**config.mk**
```make
export PLATFORM = sky130hd
export DESIGN_NAME = if_fetch_unit
export DESIGN_NICKNAME = d
export VERILOG_FILES = /design/src/rtl/if_fetch_unit.sv
export SDC_FILE = /design/constraint.sdc
export NUM_CORES = 1
export LEC_CHECK = 0
export BUFFER_PORTS_ARGS = -buffer_cell sky130_fd_sc_hd__buf_2
export CAP_MARGIN = 5
export CORE_AREA = 5 5 133 135
export CTS_BUF_LIST = sky130_fd_sc_hd__clkbuf_4
export DETAILED_ROUTE_END_ITERATION = 8
export DIE_AREA = 0 0 138 140
export PLACE_DENSITY = 0.78
export RECOVER_POWER = 100
export REMOVE_ABC_BUFFERS = 1
export SYNTH_ARGS = -nofsm -noshare
export SYNTH_HDL_FRONTEND = slang
export SYNTH_SLANG_ARGS = --single-unit
```
**constraint.sdc**
```tcl
create_clock -name clk -period 1.8 [get_ports clk]
set_input_delay 0.36 -clock clk [delete_from_list [all_inputs] [get_ports clk]]
set_output_delay 0.36 -clock clk [all_outputs]
set_load 0.02 [all_outputs]
```
**src/rtl/if_fetch_unit.sv**
```systemverilog
// Instruction-fetch front end: owns the PC, drives the instruction ROM and buffers
// {pc, inst} pairs in a 2-entry FIFO feeding decode over a valid/ready handshake.
module if_fetch_unit #(
   parameter int unsigned ADDR_W = 32,
   parameter int unsigned INST_W = 32,
   parameter logic [ADDR_W-1:0] RESET_PC = '0
) (
   input  logic              clk,
   input  logic              rst,
   input  logic              stall,
   input  logic              flush,
   input  logic [ADDR_W-1:0] new_pc,
   input  logic              branch_flag_i,
   input  logic [ADDR_W-1:0] branch_target_address_i,
   output logic              rom_ce,
   output logic [ADDR_W-1:0] rom_addr,
   input  logic [INST_W-1:0] rom_inst,
   output logic              id_valid,
   output logic [ADDR_W-1:0] id_pc,
   output logic [INST_W-1:0] id_inst,
   input  logic              id_ready
);

   logic [ADDR_W-1:0] pc_q, pc_d;
   logic              rom_ce_q;
   logic [ADDR_W-1:0] ent_pc_q   [2];
   logic [INST_W-1:0] ent_inst_q [2];
   logic              head_q, head_d;
   logic              tail_q, tail_d;
   logic [1:0]        count_q, count_d;

   logic pop;
   logic fire;
   logic redirect;

   // Target low bits are dropped; misaligned redirects are silently truncated.
   logic unused_low_bits;
   assign unused_low_bits = ^{new_pc[1:0], branch_target_address_i[1:0]};

   assign pop      = id_valid & id_ready;
   assign redirect = flush | branch_flag_i;
   assign fire     = rom_ce_q & ~stall & ~redirect & ((count_q < 2'd2) | pop);

   always_comb begin
      pc_d    = pc_q;
      head_d  = head_q;
      tail_d  = tail_q;
      count_d = count_q;
      if (flush) begin
         pc_d    = {new_pc[ADDR_W-1:2], 2'b00};
         head_d  = 1'b0;
         tail_d  = 1'b0;
         count_d = 2'd0;
      end else if (branch_flag_i) begin
         pc_d    = {branch_target_address_i[ADDR_W-1:2], 2'b00};
         head_d  = 1'b0;
         tail_d  = 1'b0;
         count_d = 2'd0;
      end else begin
         if (fire) begin
            pc_d   = pc_q + ADDR_W'(4);
            tail_d = tail_q + 1'b1;
         end
         if (pop) begin
            head_d = head_q + 1'b1;
         end
         unique case ({fire, pop})
            2'b10:   count_d = count_q + 2'd1;
            2'b01:   count_d = count_q - 2'd1;
            default: count_d = count_q;
         endcase
      end
   end

   always_ff @(posedge clk or negedge rst) begin
      if (!rst) begin
         pc_q     <= RESET_PC;
         rom_ce_q <= 1'b0;
         head_q   <= 1'b0;
         tail_q   <= 1'b0;
         count_q  <= 2'd0;
      end else begin
         pc_q     <= pc_d;
         rom_ce_q <= 1'b1;
         head_q   <= head_d;
         tail_q   <= tail_d;
         count_q  <= count_d;
      end
   end

   always_ff @(posedge clk or negedge rst) begin
      if (!rst) begin
         ent_pc_q[0]   <= '0;
         ent_pc_q[1]   <= '0;
         ent_inst_q[0] <= '0;
         ent_inst_q[1] <= '0;
      end else if (fire) begin
         ent_pc_q[tail_q]   <= pc_q;
         ent_inst_q[tail_q] <= rom_inst;
      end
   end

   // Outputs depend only on registered state, never on rom_inst directly.
   always_comb begin
      rom_ce   = rom_ce_q;
      rom_addr = pc_q;
      id_valid = (count_q != 2'd0);
      id_pc    = '0;
      id_inst  = '0;
      if (count_q != 2'd0) begin
         id_pc   = ent_pc_q[head_q];
         id_inst = ent_inst_q[head_q];
      end
   end

endmodule

```
=== Yosys cells after proc, flatten, opt, wreduce, memory -nomap -nowiden ===
Index checks and enable logic that the tools add are counted.

* $add $sub $neg: 5
* $mul: 0
* Div/mod/pow operators: 0
* Order comparisons: 4
* Equality and inequality tests: 2
* Shift-type cells: 0
* Mux-type cells: 24
* Bitwise gates (word level): 10
* Reductions and logical operators: 5

{| class="wikitable"
|+ Operators with widths
! kind !! count
|-
| 32-bit 2-to-1 mux || 12
|-
| 64-bit bitwise mux || 2
|-
| 32-bit by 3-bit adder with 32-bit output, second input constant || 1
|-
| 32-bit demux with 1-bit select || 1
|-
| 1-bit 2-to-1 mux || 6
|-
| 3-bit nonzero test || 2
|-
| 1-bit AND || 4
|-
| 2-bit greater-or-equal comparator, second input constant || 2
|-
| 2-bit 2-to-1 mux || 2
|-
| 1-bit NOT with 2-bit output || 2
|-
| 2-bit case mux with 2 select lines || 1
|-
| 4-bit nonzero test || 1
|-
| 1-bit adder, second input constant || 2
|-
| 2-bit by 1-bit adder with 2-bit output, second input constant || 1
|-
| 2-bit by 1-bit == test with 1-bit output, second input constant || 1
|-
| 2-bit == test, second input constant || 1
|-
| 2-bit by 1-bit < comparator with 1-bit output, second input constant || 1
|-
| 2-bit < comparator, second input constant || 1
|-
| 1-bit NOT || 2
|-
| 1-bit bitwise OR || 2
|-
| 2-bit nonzero test || 1
|-
| 2-bit by 1-bit subtractor with 2-bit output, second input constant || 1
|-
| 1-bit logical AND || 1
|}

* Flip-flop bits (word level): 165
* Bits in latches: 0
* Memory bits (writable): 0
* ROM bits: 0
* Bits of input ports: 102
* Output and inout port bits: 98
* Word-level logic and storage cells: 59
* Memories kept: 0

=== Logic depth before layout (Yosys ltp) ===
Gate-level depths: netlist of the first run.

* Depth after elaboration: 8
* Gate-level depth with buffers: 9
* Depth with buffers taken out: 8

=== Least setup slack after synthesis of the first run ===
Ideal clock, no wire load.

* Path type: reg-to-reg
* Start: register rom_ce_q, in the netlist rom_ce
* End: register count_q[1]
* Library setup time: 0.080 ns
* Data arrival time: 1.917 ns
* Data required time: 1.720 ns
* Path slack: -0.197 ns
* Stages on the path, launching flop included: 9
* Path buffers: 1
* Clock period less this slack: 1.997 ns
* Cell sequence: dfrtp_1 > nand2b_1 > clkbuf_1 > or2_1 > nor2_4 > inv_2 > ha_1 > or3_1 > a21oi_1

* Longest elaborated chain between the ends: 7
* Elaborated cells on any way between the ends: 9
* Classes of those cells: eq/ne: 2; mux: 3; bitwise: 3; reduce/logical: 1

{| class="wikitable"
|+ Ends and longest elaborated chain
! element !! RTL line !! text
|-
| start: declaration || 25 || <nowiki>logic rom_ce_q;</nowiki>
|-
| start signal: assignment || 78 || <nowiki>rom_ce_q <= 1'b0;</nowiki>
|-
| start signal: assignment || 84 || <nowiki>rom_ce_q <= 1'b1;</nowiki>
|-
| 1-bit AND * (3 in series) || 42 || <nowiki>assign fire = rom_ce_q & ~stall & ~redirect & ((count_q < 2'd2) | pop);</nowiki>
|-
| 2-bit by 1-bit == test with 1-bit output / 2-bit == test (equally long branches) || 67 || <nowiki>unique case ({fire, pop})</nowiki>
|-
| 2-bit case mux with 2 select lines || 67 ||
|-
| 2-bit 2-to-1 mux || 54 || <nowiki>end else if (branch_flag_i) begin</nowiki>
|-
| 2-bit 2-to-1 mux || 49 || <nowiki>if (flush) begin</nowiki>
|-
| end signal: assignment || 87 || <nowiki>count_q <= count_d;</nowiki>
|-
| end: declaration || 30 || <nowiki>logic [1:0] count_q, count_d;</nowiki>
|}

Every way passes the cells marked *; elsewhere a longest branch is shown, timed or not.
A chain may end at the register's enable or synchronous reset.

=== Worst setup path after layout of the first run ===
* Start: register head_q
* End: output id_inst[14]

* Longest elaborated chain between the ends: 5

{| class="wikitable"
|+ Ends and longest elaborated chain
! element !! RTL line !! text
|-
| start: declaration || 28 || <nowiki>logic head_q, head_d;</nowiki>
|-
| start signal: assignment || 79 || <nowiki>head_q <= 1'b0;</nowiki>
|-
| start signal: assignment || 85 || <nowiki>head_q <= head_d;</nowiki>
|-
| 1-bit NOT with 2-bit output (not written as such) || 112 || <nowiki>id_inst = ent_inst_q[head_q];</nowiki>
|-
| 32-bit 2-to-1 mux (not written as such) (3 in series) || 112 ||
|-
| 32-bit 2-to-1 mux || 110 || <nowiki>if (count_q != 2'd0) begin</nowiki>
|-
| end: declaration || 20 || <nowiki>output logic [INST_W-1:0] id_inst,</nowiki>
|}

No other way between the ends. The select of a mux whose other input is x is not followed.

==> flow_metrics.tcl, run 1 <==
set metrics [dict create \
    status "finished with violations" \
    violations "negative setup slack" \
    syn_to_final_growth_pct 40.0 \
    dp_hpwl_mm 16.0 \
    cap_violations 0 \
    clockPowerShare_pct 24.6 \
    drc 0 \
    peakVddDrop_mv 0.365 \
    die_area_um2 19300 \
    critical_path.startpoint "head_q" \
    die_h_um 140 \
    path_clk_slew_ns 0.12 \
    rsz0062_at_grt "yes" \
    regArea_um2 3980 \
    finClkSkew_ns 0.0155 \
    setup_tns_ns -52.64 \
    clockBufferDepth 2 \
    nets 1091 \
    netlist_instances 709 \
    combPwrFrac_pct 24.6 \
    seqPwrFrac_pct 50.8 \
    chipWidth_um 138 \
    synth-edff-count 0 \
    r2r_start "count_q[1]" \
    cts_tree "done" \
    power.density_nw_per_um2 794 \
    worst_ep_required_time_ns 1.44 \
    antenna_found_initial 1 \
    ys_ff_latch 159 \
    cts_buffers 17 \
    io_buffers 191 \
    final_antenna_net_count 0 \
    layout-drive-gt1-share_pct 49.3 \
    cts_root_buffer "clkbuf_4" \
    num_rows 47 \
    holdWs_ns 0.00804 \
    yosysUniqueCellTypes 58 \
    hold_viol 0 \
    initial_core_util_pct 49.3 \
    detail_route.wirelength_mm 27.1 \
    p_total_mw 8.95 \
    hold_path_class "primary input to flip-flop" \
    internal-power_mw 6.28 \
    finalWorstSetupSlack_ns -0.421 \
    max_slew_margin_pct 44.5 \
    layoutNonFillerInstCount 1218 \
    dr.pass1.iters 5 \
    grt_max_degree 49 \
    cp.arrival_ns 1.86 \
    min_period_ns 2.22 \
    wl_per_cell_um 22.3 \
    post-place-cells 1146 \
    ys_warn_count 0 \
    path_buf_inv 2 \
    netlist_area_um2 8060 \
    cp_cell_sequence "clkbuf_16, mux2i_1, nor2_1, buf_4" \
    syn_avg_cell_area_um2 11.4 \
    critPathCaptureType "output port" \
    grt_pass1_vias 7222 \
    grt_use_total_pct 26.0 \
    crit_path_max_fanout 7 \
    crit_slowest_cell "dfrtp_4" \
    critPathLaunchType "flip-flop" \
    multi_input_area_um2 4250 \
    min_from "new_pc[8]" \
    fill_cells 1176 \
    drv_slew 0 \
    switching_share_pct 29.8 \
    coreArea_um2 16300 \
    p_sw_mw 2.67 \
    finalSetupViolCount 195 \
    h-tree-depth 4 \
    cp_slowest_stage_delay_ns 0.59 \
    worstSetupPathType "flip-flop to output port" \
    critPathTopFamily "flip-flops" \
    gp_congestion 0.943 \
    first_iter_violations 468 \
    async_flop_share_pct 100 \
    clk_latency_ns 0.58 \
    ys_seq_area_share_pct 49.4 \
    final_cell_mix "dfrtp_1 (158), buf_2 (131), buf_4 (80)" \
    vias_per_cell 5.76 \
    tightest_slew_ns 0.832 \
    leakagePower_nw 5.35 \
    pin_count 200 \
    max_freq_mhz 450 \
    grt_overflow 0 \
    grt_pass1_wl_mm 39.7 \
    vias 7017 \
    layout_commonest_cell "dfrtp_1" \
    cts_sinks 159 \
    fin_crit_sh_pct 123 \
    ys.flop_type "dfrtp_1" \
]
power by group through the flow:
stage          registers, mW  logic, mW  clock network, mW
2_1_floorplan           4.58      0.886                  0
3_3_place_gp            4.49       1.66                  0
3_5_place_dp            4.54       1.73                  0
4_1_cts                 4.49       2.12               2.22
5_1_grt                 4.61       2.37               2.41
6_report                4.55       2.20               2.20
final cells by class:
type | count | share of cell area, %
Antenna cell | 1 | 0.0222
Clock buffer | 17 | 1.13
Clock inverter | 12 | 1.29
Inverter | 9 | 0.366
Multi-Input combinational cell | 495 | 37.7
Sequential cell | 159 | 35.3
Tap cell | 220 | 2.44
Timing Repair Buffer | 305 | 21.7
state kept, by name (all words and copies together), names as in the netlist:
name        count
rom_addr       30
count_q         2
head_q          1
ent_inst_q     64
ent_pc_q       60
tail_q          1
rom_ce          1
worst paths after layout:
check | slack [ns] | cells after the start | end
worst min register to register | 0.52 | 1 | ent_pc_q[3]
min in group asynchronous | 0.42 | 2 | ent_pc_q[13]
worst max-delay path | -0.42 | 4 | id_inst[14]
max in group asynchronous | 0.17 | 3 | ent_pc_q[6]
worst max register to register | -0.36 | 10 | ent_pc_q[63]
worst min-delay path | 0.008 | 3 | rom_addr[8]
cells by family (layout without fill, tap and decap cells):
logic type / count (synthesis) / count (layout) / synth area share (%)
AOI/OAI and AO/OA: 87 / 87 / 6.85
xor gates and xnor gates: 20 / 20 / 2.17
adders and majority gates: 2 / 2 / 0.311
buffers and inverters: 59 / 343 / 3.82
DFF: 159 / 159 / 49.4
muxes: 196 / 196 / 26.3
other: 2 / 6 / 0.0932
and+or+nand+nor: 184 / 185 / 11.1
tightest hold or removal path, stage by stage:
cell     delay [ns]
buf_2          0.07
nand2_1        0.04
o21ai_1        0.07
per-stage QoR:
stage | utilization, % | cell area, um2 | setup slack (ns)
after floorplan | - | 7790 | -2.28
after global placement | 59.5 | 9720 | -0.147
after detailed placement | 59.5 | 9720 | -0.204
after CTS | 66.5 | 10900 | -0.371
after global routing | 69.0 | 11300 | -0.493
final | 69.0 | 11300 | -0.421
metal layers:
layer  routed length, um  up-vias  GRT usage, %
met4                1250        0          12.6
li1                    -     3097             -
met2               13100      350          42.6
met5                   0        -             0
met1               10800     3484          32.4
met3                1930       86          6.27
what timing repair did:
| action | CTS | global route |
|---|---|---|
| setup buffers | 18 | 6 |
| setup endpoints to repair | 180 | 204 |
| hold endpoints to repair | 35 | 4 |
| pin swaps | 6 | 22 |
| cloned | 10 | 11 |
| hold buffers | 2 | 3 |
| gates resized for setup | 114 | 91 |
Yosys cell counts, types with 2 or more instances:
cell	instances	share of area [%]
a211oi_1	3	0.28
a21oi_1	24	1.5
a221oi_1	3	0.33
a222oi_1	2	0.25
a22oi_1	5	0.47
a2bb2oi_1	2	0.22
a31oi_1	4	0.31
and2_1	5	0.39
and3_1	9	0.70
and4_1	4	0.43
buf_1	2	0.093
buf_2	21	1.3
buf_4	4	0.37
buf_6	6	0.84
clkbuf_1	17	0.79
conb_1	2	0.093
dfrtp_1	159	49
ha_1	2	0.31
inv_1	8	0.37
mux2_1	65	9.1
mux2_2	59	8.2
mux2i_1	72	8.9
nand2_1	27	1.3
nand2b_1	3	0.23
nand3_1	14	0.87
nand3_2	2	0.25
nand4_1	6	0.47
nor2_1	82	3.8
nor2b_1	3	0.23
nor3_1	14	0.87
nor4_1	5	0.39
o21a_1	2	0.19
o21ai_0	19	1.2
o21ai_1	2	0.12
o22ai_1	9	0.70
or3_1	3	0.23
xnor2_1	12	1.3
xor2_1	8	0.87
(Power assumes the default switching activity.)
==> inputs of run 2 (changes only) <==
Settings changed: CORE_AREA 5 5 133 135 to 5 5 135 137, CTS_BUF_LIST sky130_fd_sc_hd__clkbuf_4 to unset, DIE_AREA 0 0 138 140 to 0 0 140 142, PLACE_DENSITY 0.78 to 0.76.
==> flow_metrics.tcl, run 2 (synthesis gave the netlist of run 1 again) <==
set metrics [dict create \
    cts_root_buffer "clkbuf_16" \
    grt_pass1_wl_mm 38.6 \
    cts_tree "done" \
    p_total_mw 10.6 \
    final_cell_mix "dfrtp_1 (156), buf_2 (135), buf_4 (85)" \
    finish.instance_area_um2 11800 \
    grt_max_degree 42 \
    cts_sinks 159 \
    r2r_start "count_q[1]" \
    rsz0062_at_grt "yes" \
    path_clk_slew_ns 0.06 \
    layout_commonest_cell "dfrtp_1" \
    detail_route.wirelength_mm 26.8 \
    leakagePower_nw 5.48 \
    layout-drive-gt1-share_pct 51.9 \
    io_buffers 191 \
    dp_hpwl_mm 15.7 \
    finClkSkew_ns 0.00924 \
    fin_crit_sh_pct 113 \
    violations "negative setup slack" \
    chipWidth_um 140 \
    critPathCaptureType "output port" \
    initial_core_util_pct 47.6 \
    coreArea_um2 16900 \
    reg2reg_to "ent_pc_q[55]" \
    rrSetupSlack_ns -0.18 \
    peakVddDrop_mv 0.745 \
    vias_per_cell 5.72 \
    cap_violations 0 \
    largest_register_ffs 64 \
    grt_pass1_vias 6957 \
    num_rows 48 \
    nets 1087 \
    grt_use_total_pct 25.0 \
    critPathLaunchType "flip-flop" \
    drv_slew 0 \
    h-tree-depth 4 \
    worstSetupPathType "flip-flop to output port" \
    wl_per_cell_um 22.0 \
    crit_path_max_fanout 23 \
    finalSetupViolCount 188 \
    cts_buffers 17 \
    power.density_nw_per_um2 895 \
    hold_path_class "primary input to flip-flop" \
    clockBufferDepth 2 \
    reg2reg_depth 9 \
    die_h_um 142 \
    gp_congestion 0.874 \
    max_slew_margin_pct 25.4 \
    die_area_um2 19900 \
    final_core_util_pct 69.7 \
    critical_path.startpoint "head_q" \
    syn_to_final_growth_pct 46.5 \
    cp.arrival_ns 1.68 \
    grt_overflow 0 \
    tightest_slew_ns 1.12 \
    crit_end "id_inst[18]" \
    min_period_ns 2.04 \
    worst_ep_required_time_ns 1.44 \
    place_ws_ns -0.151 \
    min_from "new_pc[10]" \
    vias 6993 \
    status "finished with violations" \
    top_register "ent_inst_q" \
    dr.pass1.iters 5 \
    clk_latency_ns 0.43 \
    pin_count 200 \
    drc 0 \
    first_iter_violations 507 \
    max_freq_mhz 490 \
    finalWorstSetupSlack_ns -0.242 \
    final_antenna_net_count 0 \
    hold_viol 0 \
    dpl-instance-area_um2 9770 \
    antenna_found_initial 1 \
]
==> run 2: changes by cell type in the layout (fill, tap and decap cells not counted), moves of 17 or more <==
cell	delta
clkbuf_2	-29
buf_6	+21
nor2_1	-26
nor2_2	+21
clkbuf_4	-19
clkbuf_16	+17
==> run 2: metrics by stage <==
step                      hold slack [ns]  TNS, ns  instances
after CTS                           0.124   -13.61       1212
after global placement              0.307    -8.58       1153
after global routing                0.137   -32.29       1222
final                               0.136   -23.32       1222
after detailed placement            0.304   -10.81       1153
after floorplan                    0.0644  -172.48        662
==> run 2: worst max-delay path, cell delays in order (launching register included) <==
cell and delay [ns]:
dfrtp_4 0.48, buf_12 0.22, mux2i_1 0.29, nor2_1 0.09, buf_4 0.16
==> run 2: area by class of cell <==
class                           count  area, um2
Fill cell                        1171       5140
Sequential cell                   159       3990
Antenna cell                        1       2.50
Tap cell                          225        282
Inverter                            9       36.3
Clock buffer                       18        439
Multi-Input combinational cell    495       4310
Timing Repair Buffer              301       2560
Clock inverter                     14        179
==> run 2: how the worst min path moves through the flow <==
stage / to / slack (ns) / depth (start not counted)
global route: rom_addr[10] / 0.14 / 3
finish: rom_addr[10] / 0.14 / 3
CTS: rom_addr[10] / 0.12 / 3
detailed placement: ent_inst_q[11] / 0.30 / 1
global placement: ent_inst_q[11] / 0.31 / 1
floorplan: count_q[0] / 0.06 / 0
==> run 2: routing by layer <==
layer	share of wire, %	global-route usage [%]	wire [um]	vias to the layer above
met5	0	0	0	-
met4	3.4	9.74	906	0
met3	6.7	4.74	1790	73
met2	49	41.9	13200	336
met1	41	32.4	11000	3493
li1	-	-	-	3091
==> run 2: report_power, final <==
part           total, mW  leakage, nW  internal [mW]  switching (mW)
registers           4.53         2.01           4.15           0.379
clock network       3.79        0.287           2.24            1.55
logic               2.24         3.19           1.21            1.03
==> run 2: repair_timing <==
item                                   4_1_cts  5_1_grt
hold buffers                                 1        0
cloned                                      11        8
gates resized for setup                    113      136
pin swaps                                    2        8
endpoints found under the hold margin       35        0
setup endpoints to repair                  163      205
setup buffers                               17        4
==> inputs of run 3 (changes only) <==
Settings changed: BUFFER_PORTS_ARGS -buffer_cell sky130_fd_sc_hd__buf_2 to unset, CORE_AREA 5 5 135 137 to 5 5 129 131, DIE_AREA 0 0 140 142 to 0 0 134 136, DONT_BUFFER_PORTS set to 1, PLACE_DENSITY 0.76 to 0.71.
==> flow_metrics.tcl, run 3 (synthesis gave the netlist of run 1 again) <==
set metrics [dict create \
    layout_commonest_cell "dfrtp_1" \
    finish.instance_area_um2 10700 \
    worstSetupPathType "flip-flop to output port" \
    max_slew_margin_pct 41.1 \
    peakVddDrop_mv 0.695 \
    final_cell_mix "dfrtp_1 (158), mux2_4 (68), buf_4 (65)" \
    largest_register_ffs 64 \
    die_h_um 136 \
    tightest_slew_ns 0.881 \
    critPathLaunchType "flip-flop" \
    reg2reg_to "ent_inst_q[44]" \
    hold_path_class "primary input to async pin" \
    die_area_um2 18200 \
    initial_core_util_pct 52.0 \
    cts_tree "done" \
    cp.arrival_ns 1.62 \
    grt_use_total_pct 28.2 \
    drc 0 \
    path_clk_slew_ns 0.06 \
    diodes 0 \
    worst_ep_required_time_ns 1.44 \
    dpl-instance-area_um2 8830 \
    cts_root_buffer "clkbuf_16" \
    num_rows 46 \
    rsz0062_at_grt "yes" \
    cts_buffers 17 \
    grt_max_degree 160 \
    first_iter_violations 642 \
    gp_congestion 0.913 \
    grt_overflow 0 \
    max_freq_mhz 504 \
    cts_sinks 159 \
    wl_per_cell_um 26.4 \
    vias 6352 \
    power.density_nw_per_um2 936 \
    dr.pass1.iters 5 \
    final_antenna_net_count 0 \
    antenna_found_initial 0 \
    drv_slew 0 \
    leakagePower_nw 4.70 \
    violations "negative hold slack, negative setup slack" \
    rrSetupSlack_ns -0.14 \
    cap_violations 0 \
    finalSetupViolCount 166 \
    r2r_start "count_q[1]" \
    layoutNonFillerInstCount 1010 \
    crit_path_max_fanout 16 \
    critPathCaptureType "output port" \
    hold_viol 159 \
    clockBufferDepth 2 \
    clk_latency_ns 0.43 \
    h-tree-depth 4 \
    reg2reg_depth 8 \
    pin_count 200 \
    nets 911 \
    fin_crit_sh_pct 110 \
    top_register "ent_inst_q" \
    finClkSkew_ns 0.0140 \
    vias_per_cell 6.29 \
    syn_to_final_growth_pct 33.0 \
    chipWidth_um 134 \
    layout-drive-gt1-share_pct 42.3 \
    coreArea_um2 15500 \
    grt_pass1_wl_mm 39.3 \
    status "finished with violations" \
    dp_hpwl_mm 14.6 \
    io_buffers 0 \
    post-place-cells 945 \
    finalWorstSetupSlack_ns -0.183 \
    holdWs_ns -0.379 \
    grt_pass1_vias 6912 \
    min_period_ns 1.98 \
    detail_route.wirelength_mm 26.7 \
]
## run 3: cell types whose count changed in the layout (fill, tap and decap cells not counted), moves of 12 or more
| cell | change |
|---|---|
| buf_2 | -135 |
| buf_4 | -20 |
| buf_6 | -25 |
| clkbuf_1 | +12 |
| mux2i_1 | -20 |
| mux2i_2 | +20 |
| nor2_2 | -16 |
| nor2_4 | +20 |
## run 3: critical path: stages (launching register included)
cell and delay (ns):
dfrtp_1 0.41, buf_6 0.13, nor2_4 0.10, buf_6 0.15, buf_12 0.17, nor2_1 0.07
buf_4 0.16
## run 3: how the worst max path moves through the flow
stage                    start    endpoint  depth (start not counted)
floorplan           count_q[0]  count_q[1]                          6
global placement         stall  count_q[1]                          7
detailed placement       stall  count_q[1]                          7
CTS                     head_q   id_pc[18]                          3
global route        count_q[1]  id_inst[4]                          6
finish              count_q[1]   id_pc[29]                          6
## run 3: through the flow
stage / power (mW) / TNS [ns] / util (%) / setup WS, ns
5_1_grt: 10.4 / -25.55 / 69.2 / -0.240
3_5_place_dp: 5.96 / -3.33 / 57.0 / -0.0709
2_1_floorplan: 5.46 / -172.48 / - / -2.28
4_1_cts: 9.83 / -17.14 / 67.3 / -0.183
3_3_place_gp: 5.83 / -1.08 / 57.0 / -0.0425
6_report: 10.0 / -16.12 / 69.2 / -0.183
## run 3: repair_timing
action	in CTS	in global routing
resized for setup	160	57
endpoints found under the setup margin	129	204
endpoints found under the hold margin	159	159
pin swaps	5	12
gates cloned	13	5
buffers inserted	13	10
## run 3: layer usage
metal | GRT usage, % | vias up | part of all wire (%)
met3 | 8.14 | 80 | 8.9
met5 | 0 | - | 0
li1 | - | 2726 | -
met2 | 47.2 | 387 | 50
met1 | 34.1 | 3159 | 38
met4 | 12.5 | 0 | 3.6
## run 3: final cells by class
class,instances,area [um2]
Multi-Input combinational cell,494,4480
Clock buffer,22,464
Clock inverter,8,85.1
Inverter,9,36.3
Tap cell,192,240
Sequential cell,159,3980
Timing Repair Buffer,126,1430
Fill cell,1079,4770
## run 3: power by group
group	internal (mW)	switching [mW]
Clock	1.97	1.47
Combinational	1.08	0.930
Sequential	4.15	0.430
Total	7.20	2.83
